$ cat src/rtl/fixed_point_batch_subtractor.sv
// Sequential signed subtractor: loads a minuend, subtracts a counted batch of streamed
// operands with saturate-or-wrap handling, then holds the result and a sticky overflow flag.
module fixed_point_batch_subtractor #(
  parameter int unsigned WIDTH    = 32,
  parameter int unsigned CNT_W    = 3,
  parameter bit          SATURATE = 1'b1
) (
  input  logic             clk,
  input  logic             rst_n,
  input  logic             start,
  input  logic [WIDTH-1:0] init_val,
  input  logic [CNT_W-1:0] batch_len,
  input  logic             in_valid,
  input  logic [WIDTH-1:0] in_data,
  output logic             in_ready,
  output logic             busy,
  output logic             out_valid,
  input  logic             out_ready,
  output logic [WIDTH-1:0] result,
  output logic             overflow
);

  typedef enum logic [1:0] {StIdle, StRun, StDone} state_e;

  localparam logic [WIDTH-1:0] MaxPos = {1'b0, {(WIDTH-1){1'b1}}};
  localparam logic [WIDTH-1:0] MinNeg = {1'b1, {(WIDTH-1){1'b0}}};

  state_e           state_q, state_d;
  logic [WIDTH-1:0] acc_q, acc_d;
  logic [CNT_W-1:0] cnt_q, cnt_d;
  logic             ovf_q, ovf_d;

  logic [WIDTH:0]   diff;
  logic             step_ovf;
  logic [WIDTH-1:0] step_res;

  // One guard bit above the operands: overflow shows as a mismatch of the top two bits.
  always_comb begin
    diff     = {acc_q[WIDTH-1], acc_q} - {in_data[WIDTH-1], in_data};
    step_ovf = diff[WIDTH] ^ diff[WIDTH-1];
    if (SATURATE && step_ovf) begin
      step_res = diff[WIDTH] ? MinNeg : MaxPos;
    end else begin
      step_res = diff[WIDTH-1:0];
    end
  end

  always_comb begin
    state_d = state_q;
    acc_d   = acc_q;
    cnt_d   = cnt_q;
    ovf_d   = ovf_q;
    unique case (state_q)
      StIdle: begin
        if (start) begin
          acc_d   = init_val;
          cnt_d   = batch_len;
          ovf_d   = 1'b0;
          state_d = (batch_len == '0) ? StDone : StRun;
        end
      end
      StRun: begin
        if (in_valid) begin
          acc_d = step_res;
          ovf_d = ovf_q | step_ovf;
          cnt_d = cnt_q - CNT_W'(1);
          if (cnt_q == CNT_W'(1)) begin
            state_d = StDone;
          end
        end
      end
      StDone: begin
        if (out_ready) begin
          state_d = StIdle;
        end
      end
      default: state_d = StIdle;
    endcase
  end

  always_ff @(posedge clk or negedge rst_n) begin
    if (!rst_n) begin
      state_q <= StIdle;
      acc_q   <= '0;
      cnt_q   <= '0;
      ovf_q   <= 1'b0;
    end else begin
      state_q <= state_d;
      acc_q   <= acc_d;
      cnt_q   <= cnt_d;
      ovf_q   <= ovf_d;
    end
  end

  // Result and flag are only presented in DONE so partial sums never leak out.
  assign in_ready  = (state_q == StRun);
  assign busy      = (state_q != StIdle);
  assign out_valid = (state_q == StDone);
  assign result    = (state_q == StDone) ? acc_q : '0;
  assign overflow  = (state_q == StDone) & ovf_q;

endmodule

$ cat config.mk
export PLATFORM = sky130hd
export DESIGN_NAME = fixed_point_batch_subtractor
export DESIGN_NICKNAME = d
export VERILOG_FILES = /design/src/rtl/fixed_point_batch_subtractor.sv
export SDC_FILE = /design/constraint.sdc
export NUM_CORES = 1
export LEC_CHECK = 0
export CAP_MARGIN = 0
export CORE_MARGIN = 1.5
export CORE_UTILIZATION = 45
export CTS_CLUSTER_DIAMETER = 80
export CTS_CLUSTER_SIZE = 25
export DETAILED_ROUTE_END_ITERATION = 8
export GPL_TIMING_DRIVEN = 0
export PLACE_DENSITY_LB_ADDON = 0.3
export SLEW_MARGIN = 5
export SYNTH_ARGS = -nofsm -noshare
export SYNTH_HDL_FRONTEND = slang
export SYNTH_SLANG_ARGS = --single-unit
export TNS_END_PERCENT = 1
$ cat constraint.sdc
create_clock -name clk -period 3.25 [get_ports clk]
set_input_delay 0.975 -clock clk [delete_from_list [all_inputs] [get_ports clk]]
set_output_delay 0.975 -clock clk [all_outputs]
set_load 0.02 [all_outputs]
======== Yosys cells after proc, flatten, opt, wreduce, memory -nomap -nowiden ========
Cells that the tools add are included.
cells by class
  add/sub/neg operators ................... 2
  reduce and logical (&&, ||, !) cells .... 6
  muxes and demuxes ....................... 18
  bitwise operators ....................... 3
  equality and inequality tests ........... 7
operators by type and width
  cell                 number
  $mux 32              5
  $pmux 32 s2          1
  $sub 32x32->33       1
  $mux 2               5
  $mux 3               2
  $pmux 2 s3           1
  $pmux 3 s2           1
  $ne 2x1->1 const B   2
  $ne 2x2->1 const B   2
  $reduce_and 4->1     1
  $reduce_bool 2->1    2
  $eq 3x1->1 const B   1
  $logic_not 3->1      1
  $reduce_and 3->1     1
  $sub 3x1->3 const B  1
  $eq 2x1->1 const B   1
  $eq 2x2->1 const B   1
  $logic_not 2->1      1
  $mux 1               2
  $pmux 1 s2           1
  $and 1x1->1          1
  $or 1x1->1           1
  $xor 1x1->1          1
word-level totals
  output and inout port bits .............. 36
  bits of input ports ..................... 72
  logic and storage cells ................. 40
  register bits ........................... 38

======== Logic depth before layout (Yosys ltp) ========
  word-level depth ........................ 5
  gate-level depth with buffers ........... 15
  gate-level depth less buffers ........... 14

======== Worst setup path before layout ========
Ideal clock, no wire load.
  path type ............................... input -> register
  start point ............................. input port in_data[0]
  end point ............................... register acc_q[0]
  required time ........................... 3.099 ns
  slack ................................... -0.339 ns
  data arrival time ....................... 3.438 ns
  stages on the path ...................... 14
  buffers on the path ..................... 1
  setup time .............................. 0.151 ns
  cells stage by stage .................... ha_1 inv_1 fa_1 a211oi_1 o211ai_1 nand2_1 o211a_1 nor2_1 a31oi_1 o21ai_0 and3_1 nor3_2 buf_4 a221oi_2
between the ends
  longest elaborated chain between the ends .. 5
  elaborated cells between the ends (all ways) .. 6
  those cells by class .................... add/sub: 1; mux: 4; bitwise: 1
RTL lines
  what                                    line    source
  start: declaration                      14      input logic [WIDTH-1:0] in_data,
  $sub 32x32->33 (*)                      39      diff = {acc_q[WIDTH-1], acc_q} - {in_data[WIDTH-1], in_data};
  $mux 32 or $xor 1x1->1 (tied branches)  42, 40
  $mux 32 (*)                             41      if (SATURATE && step_ovf) begin
  $mux 32 (*)                             63      if (in_valid) begin
  $pmux 32 s2 (*)                         53      unique case (state_q)
  end signal: assignment                  84      acc_q <= '0;
  end signal: assignment                  89      acc_q <= acc_d;
  end: declaration                        29      logic [WIDTH-1:0] acc_q, acc_d;
Every way passes the cells marked *; elsewhere a longest branch is shown, timed or not. The select of a mux whose other input is x is not followed.
A chain may end at the register's enable or synchronous reset.

======== Worst setup path after layout ========
  start point ............................. input port in_data[22]
  end point ............................... register acc_q[25]
Same word-level chain as after synthesis.

==> impl_metrics.yaml <==
synth:
  synth_top_family_by_area: "compound AO/OA/AOI/OAI gates"
  netlist_top_cells_area: "dfrtp_1 (23%), a221oi_2 (11%), ha_1 (10%), nor2_1 (7.7%), and2_1 (5.5%)"
  synth_top_area_share_pct: 23.2
  synth_edf_count: 0
  synthesis.instances: 520
  synthFlopType: "dfrtp_1"
  syn_area_per_cell_sq_um: 7.88
  synth.most_common_cell: "nor2_1"
  ys_seq_area_share_pct: 23.2
  synth_fa_ha_area_share_pct: 10.9
  synthSimpleGateAreaFrac_pct: 23.9
  synth_commonest_cells: "nor2_1 (84), nand2_1 (53), inv_1 (44)"
  synth.distinct_cells: 52
  synth_compound_area_share_pct: 28.8
  syn_nets: 627
  syn_area_sq_um: 4100
  yosysTopAreaCell: "dfrtp_1"
  yosys_warnings: 0
  ys_async_sr_fraction_pct: 100
  synth_mux_area_share_pct: 0.610
  synthXorXnorAreaFrac_pct: 5.55
  synth_seq_cells: 38
pwr:
  comb_power_share_pct: 81.8
  switchingPower_w: 0.00378
  total_power_w: 0.00781
  swShare_pct: 48.4
  leakage_nw: 3.02
  seq_power_share_pct: 12.7
  ir_drop_mv: 0.483
  powerDensity_nw_per_um2: 1140
  p_clk_share_pct: 5.5
  p_int_w: 0.00403
hold_path:
  whs_endpoint: "ovf_q"
  min_from: "ovf_q"
  hp-class: "reg -> reg"
  holdPathStages: 2
worst_setup_path:
  setup.worst_path.end_class: "flip-flop"
  critical_path.startpoint_type: "input port"
  cp-startpoint: "in_data[22]"
  slowest_delay_ns: 0.29
  r2r_cells: 16
  cpMostUsedCell: "buf_4"
  worst-endpoint-arrival_ns: 3.80
  worst_ep_required_time_ns: 3.47
  cpLargestDelayFamily: "buffers and inverters"
  critical_path_buf_inv_count: 13
  r2r_setup_slack_ns: -0.02
  path_cells: "dlygate4sd2_1 -> inv_2 -> ha_4 -> a21oi_2 -> buf_4 -> buf_4 -> buf_4 -> buf_4 -> buf_4 -> buf_4 -> buf_4 -> buf_4 -> buf_4 -> buf_4 -> buf_4 -> o21bai_1 -> a221oi_2 -> xnor2_1 -> nand2_1 -> a221oi_2"
  r2r_end: "acc_q[15]"
  crit_type: "in -> reg"
  critical_path.reg2reg.startpoint: "acc_q[0]"
  cp_slowest_cell: "ha_4"
  cp_max_fo: 3
timing:
  period_share_pct: 110
  fmax_mhz: 279
  finalSetupViolCount: 31
  tns_ns: -8.82
  hold_viol: 0
  slew_violations: 0
  rsz0062_at_grt: "true"
  tightest_slew_ns: 0.983
  finClkSkew_ns: 0.00956
  fin_ws_ns: -0.331
  slew_headroom_pct: 34.4
  post-route-min-period_ns: 3.58
place:
  dp.final_hpwl_um: 9810
  placed_area_sq_um: 5400
  pre_cts_slack_ns: -1.14
  gp_congestion: 0.959
  port_buffers: 107
global_route:
  grt_pass1_wl_um: 24600
  antenna_found_initial: 0
  grt_pass1_vias: 5123
  grt_max_degree: 28
  grt_overflow_total: 0
  grt_usage_pct: 31.5
route:
  antenna_left: 0
  drt_iter0_drc: 299
  drt-pass1-iter-count: 5
  wl_per_cell_um: 20.3
  drcViolationCount: 0
  drt-vias-per-instance: 6.01
  num_vias: 4968
  wirelength_um: 16800
clock_network:
  path_clk_slew_ns: 0.09
  cts.path.max_buffers: 2
  cts_root_buffer: "clkbuf_8"
  h-tree-depth: 2
  clk_latency_ns: 0.31
  numClockSinks: 38
  hold_buffers: 0
  cts_tree: "built"
  cts_buffers: 5
layout:
  nNetsFinal: 824
  drive_above_1_share_pct: 36.6
  diodes: 0
  synthToLayoutAreaGrowth_pct: 67.2
  final_area_sq_um: 6860
  postLayoutCoreUtil_pct: 78.2
floorplan:
  die_w_um: 98.5
  die-height_um: 98.5
  dieArea_sq_um: 9690
  std_cell_rows: 34
  coreArea_sq_um: 8760
  start_util_pct: 46.8
  io_pins: 108
job:
  maxCapViolations: 0
run_status:
  outcome: "complete, but fails checks"
  failed_checks: "negative setup slack"
-- logic make-up (layout without fill, tap and decap cells) --
| logic type | after synthesis | in the layout |
|---|---|---|
| compound gates | 141 | 141 |
| xor+xnor | 26 | 26 |
| buf+inv | 69 | 267 |
| flops | 38 | 38 |
| fa+ha+maj | 35 | 35 |
| simple gates | 209 | 209 |
| mux | 2 | 2 |
-- cell usage in the layout, fill, tap and decap left out, types with 13 or more instances in the layout --
master,synthesis,routed
inv_1,44,18
clkdlybuf4s50_1,0,80
nor2_1,84,81
and2_1,36,35
buf_4,3,77
ha_4,0,27
inv_2,0,24
nand2_1,53,33
a21oi_1,37,29
xnor2_1,16,16
o21ai_0,23,14
dfrtp_1,38,38
a221oi_2,31,33
clkbuf_1,19,13
-- area by class of cell --
| cell class | instances | area (sq um) |
|---|---|---|
| repair buffers | 193 | 1800 |
| well taps | 108 | 135 |
| clock buffers | 5 | 68.8 |
| plain buffers | 22 | 155 |
| fillers | 550 | 1910 |
| clock inverters | 3 | 40.0 |
| flip-flops and latches | 38 | 951 |
| multi-input cells | 413 | 3540 |
| inverters | 44 | 170 |
-- through the flow --
step | hold WS [ns] | std cells
4_1_cts | 0.546 | 804
3_5_place_dp | 0.525 | 736
2_1_floorplan | 0.483 | 520
3_3_place_gp | 0.516 | 735
6_report | 0.536 | 826
5_1_grt | 0.565 | 826
-- how the worst max path moves through the flow --
| stage | to | slack (ns) | cells past startpoint |
|---|---|---|---|
| finish | acc_q[25] | -0.33 | 20 |
| global placement | acc_q[0] | -1.13 | 15 |
| floorplan | acc_q[0] | -0.17 | 14 |
| global route | acc_q[25] | -0.43 | 20 |
| detailed placement | acc_q[14] | -1.14 | 15 |
| CTS | acc_q[12] | -0.31 | 16 |
-- sequential cells by signal, indices dropped and copies added (netlist names) --
name / cells
acc_q: 32
cnt_q: 3
ovf_q: 1
state_q: 2
-- what timing repair did --
| item | 4_1_cts | 5_1_grt |
|---|---|---|
| setup endpoints to repair | 63 | 54 |
| gates resized for setup | 146 | 60 |
| setup buffers | 60 | 24 |
| gates cloned | 3 | 1 |
| pin swaps | 50 | 62 |
-- power groups by stage --
stage	sequential [W]	combinational (W)	clock, W
after floorplan	0.000857	0.00320	0
after global placement	0.000911	0.00411	0
after detailed placement	0.000924	0.00423	0
after CTS	0.000988	0.00551	0.000433
after global routing	0.00102	0.00674	0.000449
final	0.000993	0.00639	0.000430
-- worst reg2reg max path, stage by stage, from the launching register on --
cell	delay [ns]
dfrtp_1	0.41
inv_1	0.09
ha_4	0.15
inv_4	0.04
fa_2	0.39
a211oi_2	0.26
o211ai_1	0.17
nand2_1	0.15
o211a_4	0.21
nor2_4	0.05
a31oi_4	0.20
o21ai_1	0.14
and3_1	0.23
nor3_4	0.17
buf_4	0.19
buf_8	0.18
a221oi_2	0.09
-- routing by layer --
| metal | routed length, um | up-vias | track usage (%) |
|---|---|---|---|
| li1 | - | 2223 | - |
| met2 | 8430 | 287 | 54.3 |
| met3 | 1060 | 81 | 4.82 |
| met5 | 0 | - | 0 |
| met1 | 6340 | 2377 | 37.2 |
| met4 | 967 | 0 | 17.9 |
No activity file was read; power rests on OpenSTA's default activity.
